<file path="config.mk">
export PLATFORM = sky130hd
export DESIGN_NAME = tl_src_arbiter
export DESIGN_NICKNAME = d
export VERILOG_FILES = /design/src/rtl/tl_pkg.sv /design/src/rtl/tl_beat_counter.sv /design/src/rtl/tl_src_arbiter.sv
export SDC_FILE = /design/constraint.sdc
export NUM_CORES = 1
export LEC_CHECK = 0
export CAP_MARGIN = 5
export CORE_AREA = 2 2 238 240
export DETAILED_ROUTE_END_ITERATION = 8
export DIE_AREA = 0 0 240 242
export PLACE_DENSITY_LB_ADDON = 0.15
export SLEW_MARGIN = 20
export SYNTH_ARGS = -nofsm -noshare
export SYNTH_HDL_FRONTEND = slang
export SYNTH_SLANG_ARGS = --single-unit
</file>
<file path="constraint.sdc">
create_clock -name clock -period 9 [get_ports clock]
set_clock_uncertainty 0.2 [all_clocks]
set_input_delay 1.8 -clock clock [delete_from_list [all_inputs] [get_ports clock]]
set_output_delay 1.8 -clock clock [all_outputs]
set_load 0.01 [all_outputs]
</file>
<file path="src/rtl/tl_pkg.sv">
// Shared TileLink-UL constants and the beat-count helper used by the source arbiter.
package tl_pkg;

    localparam logic [2:0] PUT_FULL = 3'd0;
    localparam logic [2:0] PUT_PART = 3'd1;
    localparam logic [2:0] GET      = 3'd4;
    localparam logic [2:0] ACK      = 3'd0;
    localparam logic [2:0] ACK_DATA = 3'd1;

    localparam int unsigned BEAT_LG = 3;

    // Beats needed for a transfer of 2**size bytes on the bus; clamps at 8 beats.
    function automatic logic [3:0] tl_beats(input logic [2:0] size);
        logic [2:0] lg;
        if (size <= 3'(BEAT_LG)) begin
            return 4'd1;
        end
        lg = size - 3'(BEAT_LG);
        if (lg > 3'd3) begin
            lg = 3'd3;
        end
        return 4'd1 << lg;
    endfunction

endpackage

</file>
<file path="src/rtl/tl_beat_counter.sv">
// Tracks remaining beats of an A-channel Put burst; flags first and last beat of a transfer.
module tl_beat_counter
    import tl_pkg::*;
(
    input  logic       clock,
    input  logic       reset_n,
    input  logic       fire,
    input  logic [2:0] opcode,
    input  logic [2:0] size,
    output logic       first,
    output logic       last
);

    logic [3:0] beats;
    logic [3:0] beats_left_q, beats_left_d;

    always_comb begin
        beats = (opcode == PUT_FULL || opcode == PUT_PART) ? tl_beats(size) : 4'd1;
        first = (beats_left_q == 4'd0);
        last  = first ? (beats == 4'd1) : (beats_left_q == 4'd1);
        beats_left_d = beats_left_q;
        if (fire) begin
            beats_left_d = first ? beats - 4'd1 : beats_left_q - 4'd1;
        end
    end

    always_ff @(posedge clock or negedge reset_n) begin
        if (!reset_n) begin
            beats_left_q <= 4'd0;
        end else begin
            beats_left_q <= beats_left_d;
        end
    end

endmodule

</file>
<file path="src/rtl/tl_src_arbiter.sv">
// 2:1 TileLink-UL A/D arbiter with round-robin grant and burst/stall locking.
// Optional TL_SRC_ARB_PERF_EN adds grant and conflict performance counters.
module tl_src_arbiter
    import tl_pkg::*;
#(
    parameter int unsigned ADDR_W = 31,
    parameter int unsigned DATA_W = 64,
    parameter int unsigned SRC_W  = 6
) (
    input  logic                clock,
    input  logic                reset_n,
    input  logic                a0_valid,
    output logic                a0_ready,
    input  logic [2:0]          a0_opcode,
    input  logic [2:0]          a0_param,
    input  logic [2:0]          a0_size,
    input  logic [SRC_W-1:0]    a0_source,
    input  logic [ADDR_W-1:0]   a0_address,
    input  logic [DATA_W/8-1:0] a0_mask,
    input  logic [DATA_W-1:0]   a0_data,
    input  logic                a1_valid,
    output logic                a1_ready,
    input  logic [2:0]          a1_opcode,
    input  logic [2:0]          a1_param,
    input  logic [2:0]          a1_size,
    input  logic [SRC_W-1:0]    a1_source,
    input  logic [ADDR_W-1:0]   a1_address,
    input  logic [DATA_W/8-1:0] a1_mask,
    input  logic [DATA_W-1:0]   a1_data,
    output logic                a_valid,
    input  logic                a_ready,
    output logic [2:0]          a_opcode,
    output logic [2:0]          a_param,
    output logic [2:0]          a_size,
    output logic [SRC_W:0]      a_source,
    output logic [ADDR_W-1:0]   a_address,
    output logic [DATA_W/8-1:0] a_mask,
    output logic [DATA_W-1:0]   a_data,
    input  logic                d_valid,
    output logic                d_ready,
    input  logic [2:0]          d_opcode,
    input  logic [1:0]          d_param,
    input  logic [2:0]          d_size,
    input  logic [SRC_W:0]      d_source,
    input  logic                d_denied,
    input  logic                d_corrupt,
    input  logic [DATA_W-1:0]   d_data,
    output logic                d0_valid,
    input  logic                d0_ready,
    output logic [2:0]          d0_opcode,
    output logic [1:0]          d0_param,
    output logic [2:0]          d0_size,
    output logic [SRC_W-1:0]    d0_source,
    output logic                d0_denied,
    output logic                d0_corrupt,
    output logic [DATA_W-1:0]   d0_data,
    output logic                d1_valid,
    input  logic                d1_ready,
    output logic [2:0]          d1_opcode,
    output logic [1:0]          d1_param,
    output logic [2:0]          d1_size,
    output logic [SRC_W-1:0]    d1_source,
    output logic                d1_denied,
    output logic                d1_corrupt,
    output logic [DATA_W-1:0]   d1_data
`ifdef TL_SRC_ARB_PERF_EN
    ,
    output logic [31:0]         perf_gnt0,
    output logic [31:0]         perf_gnt1,
    output logic [31:0]         perf_conflict
`endif
);

    logic rr_q, lock_q, lock_port_q;
    logic gnt, fire, stall, first, last;

    always_comb begin
        if (lock_q) begin
            gnt = lock_port_q;
        end else if (a0_valid != a1_valid) begin
            gnt = a1_valid;
        end else begin
            gnt = rr_q;
        end
        a_valid   = reset_n & (gnt ? a1_valid : a0_valid);
        a0_ready  = reset_n & a_ready & ~gnt;
        a1_ready  = reset_n & a_ready & gnt;
        fire      = a_valid & a_ready;
        stall     = a_valid & ~a_ready;
        a_opcode  = gnt ? a1_opcode : a0_opcode;
        a_param   = gnt ? a1_param : a0_param;
        a_size    = gnt ? a1_size : a0_size;
        a_source  = {gnt, gnt ? a1_source : a0_source};
        a_address = gnt ? a1_address : a0_address;
        a_mask    = gnt ? a1_mask : a0_mask;
        a_data    = gnt ? a1_data : a0_data;
    end

    tl_beat_counter u_beat_counter (
        .clock   (clock),
        .reset_n (reset_n),
        .fire    (fire),
        .opcode  (a_opcode),
        .size    (a_size),
        .first   (first),
        .last    (last)
    );

    // Hold the grant while a burst is open or a presented beat is stalled.
    always_ff @(posedge clock or negedge reset_n) begin
        if (!reset_n) begin
            rr_q        <= 1'b0;
            lock_q      <= 1'b0;
            lock_port_q <= 1'b0;
        end else begin
            lock_q      <= fire ? ~last : (~first | stall);
            lock_port_q <= gnt;
            if (fire && first) begin
                rr_q <= ~gnt;
            end
        end
    end

    always_comb begin
        d0_valid   = reset_n & d_valid & ~d_source[SRC_W];
        d1_valid   = reset_n & d_valid & d_source[SRC_W];
        d_ready    = d_source[SRC_W] ? d1_ready : d0_ready;
        d0_opcode  = d_opcode;
        d0_param   = d_param;
        d0_size    = d_size;
        d0_source  = d_source[SRC_W-1:0];
        d0_denied  = d_denied;
        d0_corrupt = d_corrupt;
        d0_data    = d_data;
        d1_opcode  = d_opcode;
        d1_param   = d_param;
        d1_size    = d_size;
        d1_source  = d_source[SRC_W-1:0];
        d1_denied  = d_denied;
        d1_corrupt = d_corrupt;
        d1_data    = d_data;
    end

`ifdef TL_SRC_ARB_PERF_EN
    logic [31:0] gnt0_q, gnt1_q, conflict_q;

    always_ff @(posedge clock or negedge reset_n) begin
        if (!reset_n) begin
            gnt0_q     <= 32'd0;
            gnt1_q     <= 32'd0;
            conflict_q <= 32'd0;
        end else begin
            if (fire && first && !gnt) gnt0_q <= gnt0_q + 32'd1;
            if (fire && first && gnt) gnt1_q <= gnt1_q + 32'd1;
            if (a0_valid && a1_valid && !lock_q) conflict_q <= conflict_q + 32'd1;
        end
    end

    assign perf_gnt0     = gnt0_q;
    assign perf_gnt1     = gnt1_q;
    assign perf_conflict = conflict_q;
`endif

endmodule

</file>
==> summary.txt <==
Layout
  – Syn-to-layout area delta: 105%
  – Diode count: 0
  – Share of cells above drive strength 1: 22.1%
  – Fin area: 0.00675 mm²
  – Final core occ: 12.1%
  – Layout Cells excl Fill: 1327
  – Final #Nets: 902
  – Fillers: 6455

Clock network
  – Clock buffer depth: 2
  – CTS H-Tree Depth: 1
  – Post-CTS Setup Bufs: 0
  – Worst-Skew Late Latency: 230 ps
  – Sink Count: 7
  – Worst-path clk slew: 40 ps
  – Resize count post-CTS: 0
  – Num CTS Buffers: 3
  – CTS tree: built
  – Post-cts hold buffer count: 0
  – Clock root cell: clkbuf_16

GRT
  – Initial antenna violation count: 0
  – First-pass GRT wire length: 22400 µm
  – GR Overflow Total: 0
  – Largest net degree at the start of global routing: 125
  – Vias in the first global route: 3601
  – Overall Global Routing Usage: 5.02%

STA
  – Max Fclk: 154 MHz
  – RSZ-0062 raised after global routing: false
  – Pins Over Slew Limit: 0
  – Worst-margin pin slew: 848 ps
  – Hold_ws: 377 ps
  – Final TNS setup: 0 ps
  – Final Hold Vio Count: 0
  – Fin crit share: 72.2%
  – Tmin final: 6500 ps
  – Rel. slew slack: 43.5%
  – Final setup viols: 0

Drt
  – Drt wl/cell: 12.4 µm
  – Via count: 3402
  – Initial DRC count: 61
  – Number of nets with antenna violations after routing: 0
  – Final WL: 16500 µm
  – Drc violations: 0
  – Mean number of vias per cell: 2.56
  – Initial DRT Pass Iterations: 4

Logic synthesis
  – Syn. warnings: 0
  – FF+latch count, synth: 7
  – Sequential share of the synthesized area: 5.32%
  – Post-Syn Nets: 704
  – Post-synth top area share: 41.1%
  – Ys flop type: dfrtp_1
  – Asr flop ratio synth: 100%
  – Netlist Area Pre-Place: 0.00329 mm²
  – Top cells by area, synth: mux2_2, buf_4, dfrtp_1
  – Syn Inst Count: 374
  – Yosys top cell by area: mux2_2
  – Post-synth cell types: 35
  – Top-count cell post-synth: buf_4
  – Syn Area/Cell: 8.80 µm²
  – Post-synth EDFFs: 0
  – Top cells by count, synth: buf_4, mux2_2, buf_2, nand2_1, nor2_1

Critical path
  – CP most frequent cell: clkdlybuf4s50_1
  – Crit path cell chain: clkdlybuf4s50_1 -> nor2_1 -> o31ai_4 -> buf_12 -> mux2_2 -> clkdlybuf4s50_1
  – Crit-path max FO: 124
  – Slowest-stage cell, CP: clkdlybuf4s50_1
  – Worst Setup End Kind: output port
  – Critical path arrival: 4500 ps
  – Worst path required time: 7000 ps
  – Critical path type: input port to output port
  – CP peak stage delay: 630 ps
  – Crit start category: input port

Run
  – Max-cap viol count: 0

Power and ir drop
  – Leak: 2.23 nW
  – Worst ir drop on vdd: 0.153 mV
  – Pwr Density: 172 mW/mm²

Placement
  – DP Wirelength: 14000 µm
  – PortBufs: 369
  – DP Cell Count: 1323
  – GP Congestion: 0.703
  – Cell Area, Placed: 0.00667 mm²

Floorplanning
  – Die width: 240 µm
  – Rows: 87
  – Initial Util: 5.90%
  – Die boundary height: 242 µm
  – Core Region: 0.0557 mm²
  – IO Pins: 610
  – Die area: 0.0581 mm²

Outcome
  – Outcome: complete, no violations

Hold path
  – Worst Hold Class: flip-flop to flip-flop
==> path summary, 6_finish.rpt <==
path	startpoint	to	slack, ps	depth (start not counted)
min in group asynchronous	reset_n	u_beat_counter.beats_left_q[0]$_DFFE_PN0P_	1720	1
max	a1_valid	a_data[27]	2500	6
min	rr_q$_DFFE_PN0P_	rr_q$_DFFE_PN0P_	380	2
max in group asynchronous	reset_n	u_beat_counter.beats_left_q[3]$_DFFE_PN0P_	6540	1
max reg2reg	lock_q$_DFF_PN0_	u_beat_counter.beats_left_q[2]$_DFFE_PN0P_	5370	9
min reg2reg	rr_q$_DFFE_PN0P_	rr_q$_DFFE_PN0P_	380	2
==> critical path: cells and delay by family <==
kind | cells | cell delay (ps)
AOI/OAI and AO/OA | 1 | 260
buffers and inverters | 3 | 1610
muxes | 1 | 430
and+or+nand+nor | 1 | 120
==> kinds of logic (layout without fill, tap and decap cells) <==
| logic type | count (synthesis) | in the layout | synth area share, % |
|---|---|---|---|
| compound gates | 18 | 18 | 4.34 |
| xor+xnor | 1 | 1 | 0.266 |
| fa+ha+maj | 5 | 5 | 1.90 |
| buf+inv | 181 | 378 | 39.5 |
| flops | 7 | 7 | 5.32 |
| mux | 126 | 126 | 42.9 |
| simple gates | 36 | 36 | 5.74 |
==> per-stage QoR <==
step	power [mW]	setup WS (ps)
4_1_cts	1.19	2540
3_5_place_dp	1.11	2540
6_report	1.16	2500
2_1_floorplan	0.649	3870
5_1_grt	1.25	2410
3_3_place_gp	1.13	2490
==> routing by layer <==
layer / share of wire [%] / global-route usage, % / vias up
met1: 34 / 5.05 / 1489
met3: 18 / 3.00 / 14
met2: 47 / 9.00 / 375
met5: 0 / 0 / -
li1: - / - / 1524
met4: 0.83 / 0.694 / 0
==> registers in the layout, summed over array words and instances (netlist names) <==
register	flops
rr_q	1
lock_q	1
u_beat_counter.beats_left_q	4
lock_port_q	1
==> power by group <==
| part | internal (mW) | switching, mW |
|---|---|---|
| clock | 0.0589 | 0.0167 |
| sequential | 0.0454 | 0.0168 |
| combinational | 0.624 | 0.401 |
| total | 0.728 | 0.434 |
==> placed cells by master (no fill, tap or decap) <==
cell type / instances
nor2_1: 8
o31ai_4: 1
nand2_1: 11
o2111a_1: 1
dfrtp_1: 7
and3_1: 2
nand3_1: 4
xnor2_1: 1
o21ai_0: 3
o2111ai_1: 1
mux2_2: 120
clkdlybuf4s50_1: 369
clkbuf_1: 1
o31a_1: 1
a21boi_1: 1
ha_1: 5
nor2b_1: 1
o41ai_1: 1
nor4b_1: 1
and4b_1: 2
a22oi_1: 1
a211oi_1: 1
buf_12: 1
mux2i_1: 6
inv_1: 3
nand2b_1: 2
or4_1: 1
o221ai_1: 1
o211ai_1: 1
nor3b_1: 2
o21a_1: 1
nor3_1: 1
o31ai_1: 1
nor4bb_1: 1
clkbuf_16: 3
buf_4: 1
a21oi_1: 3
==> layout make-up <==
| cell class | instances | area (µm²) | area share [%] |
|---|---|---|---|
| Sequential cell | 7 | 175 | 2.60 |
| Timing Repair Buffer | 371 | 3720 | 55.2 |
| Tap cell | 756 | 946 | 14.0 |
| Multi-Input combinational cell | 186 | 1810 | 26.9 |
| Clock buffer | 4 | 78.8 | 1.17 |
| Inverter | 3 | 11.3 | 0.167 |
Note: power is estimated with default switching activity, not from simulation.
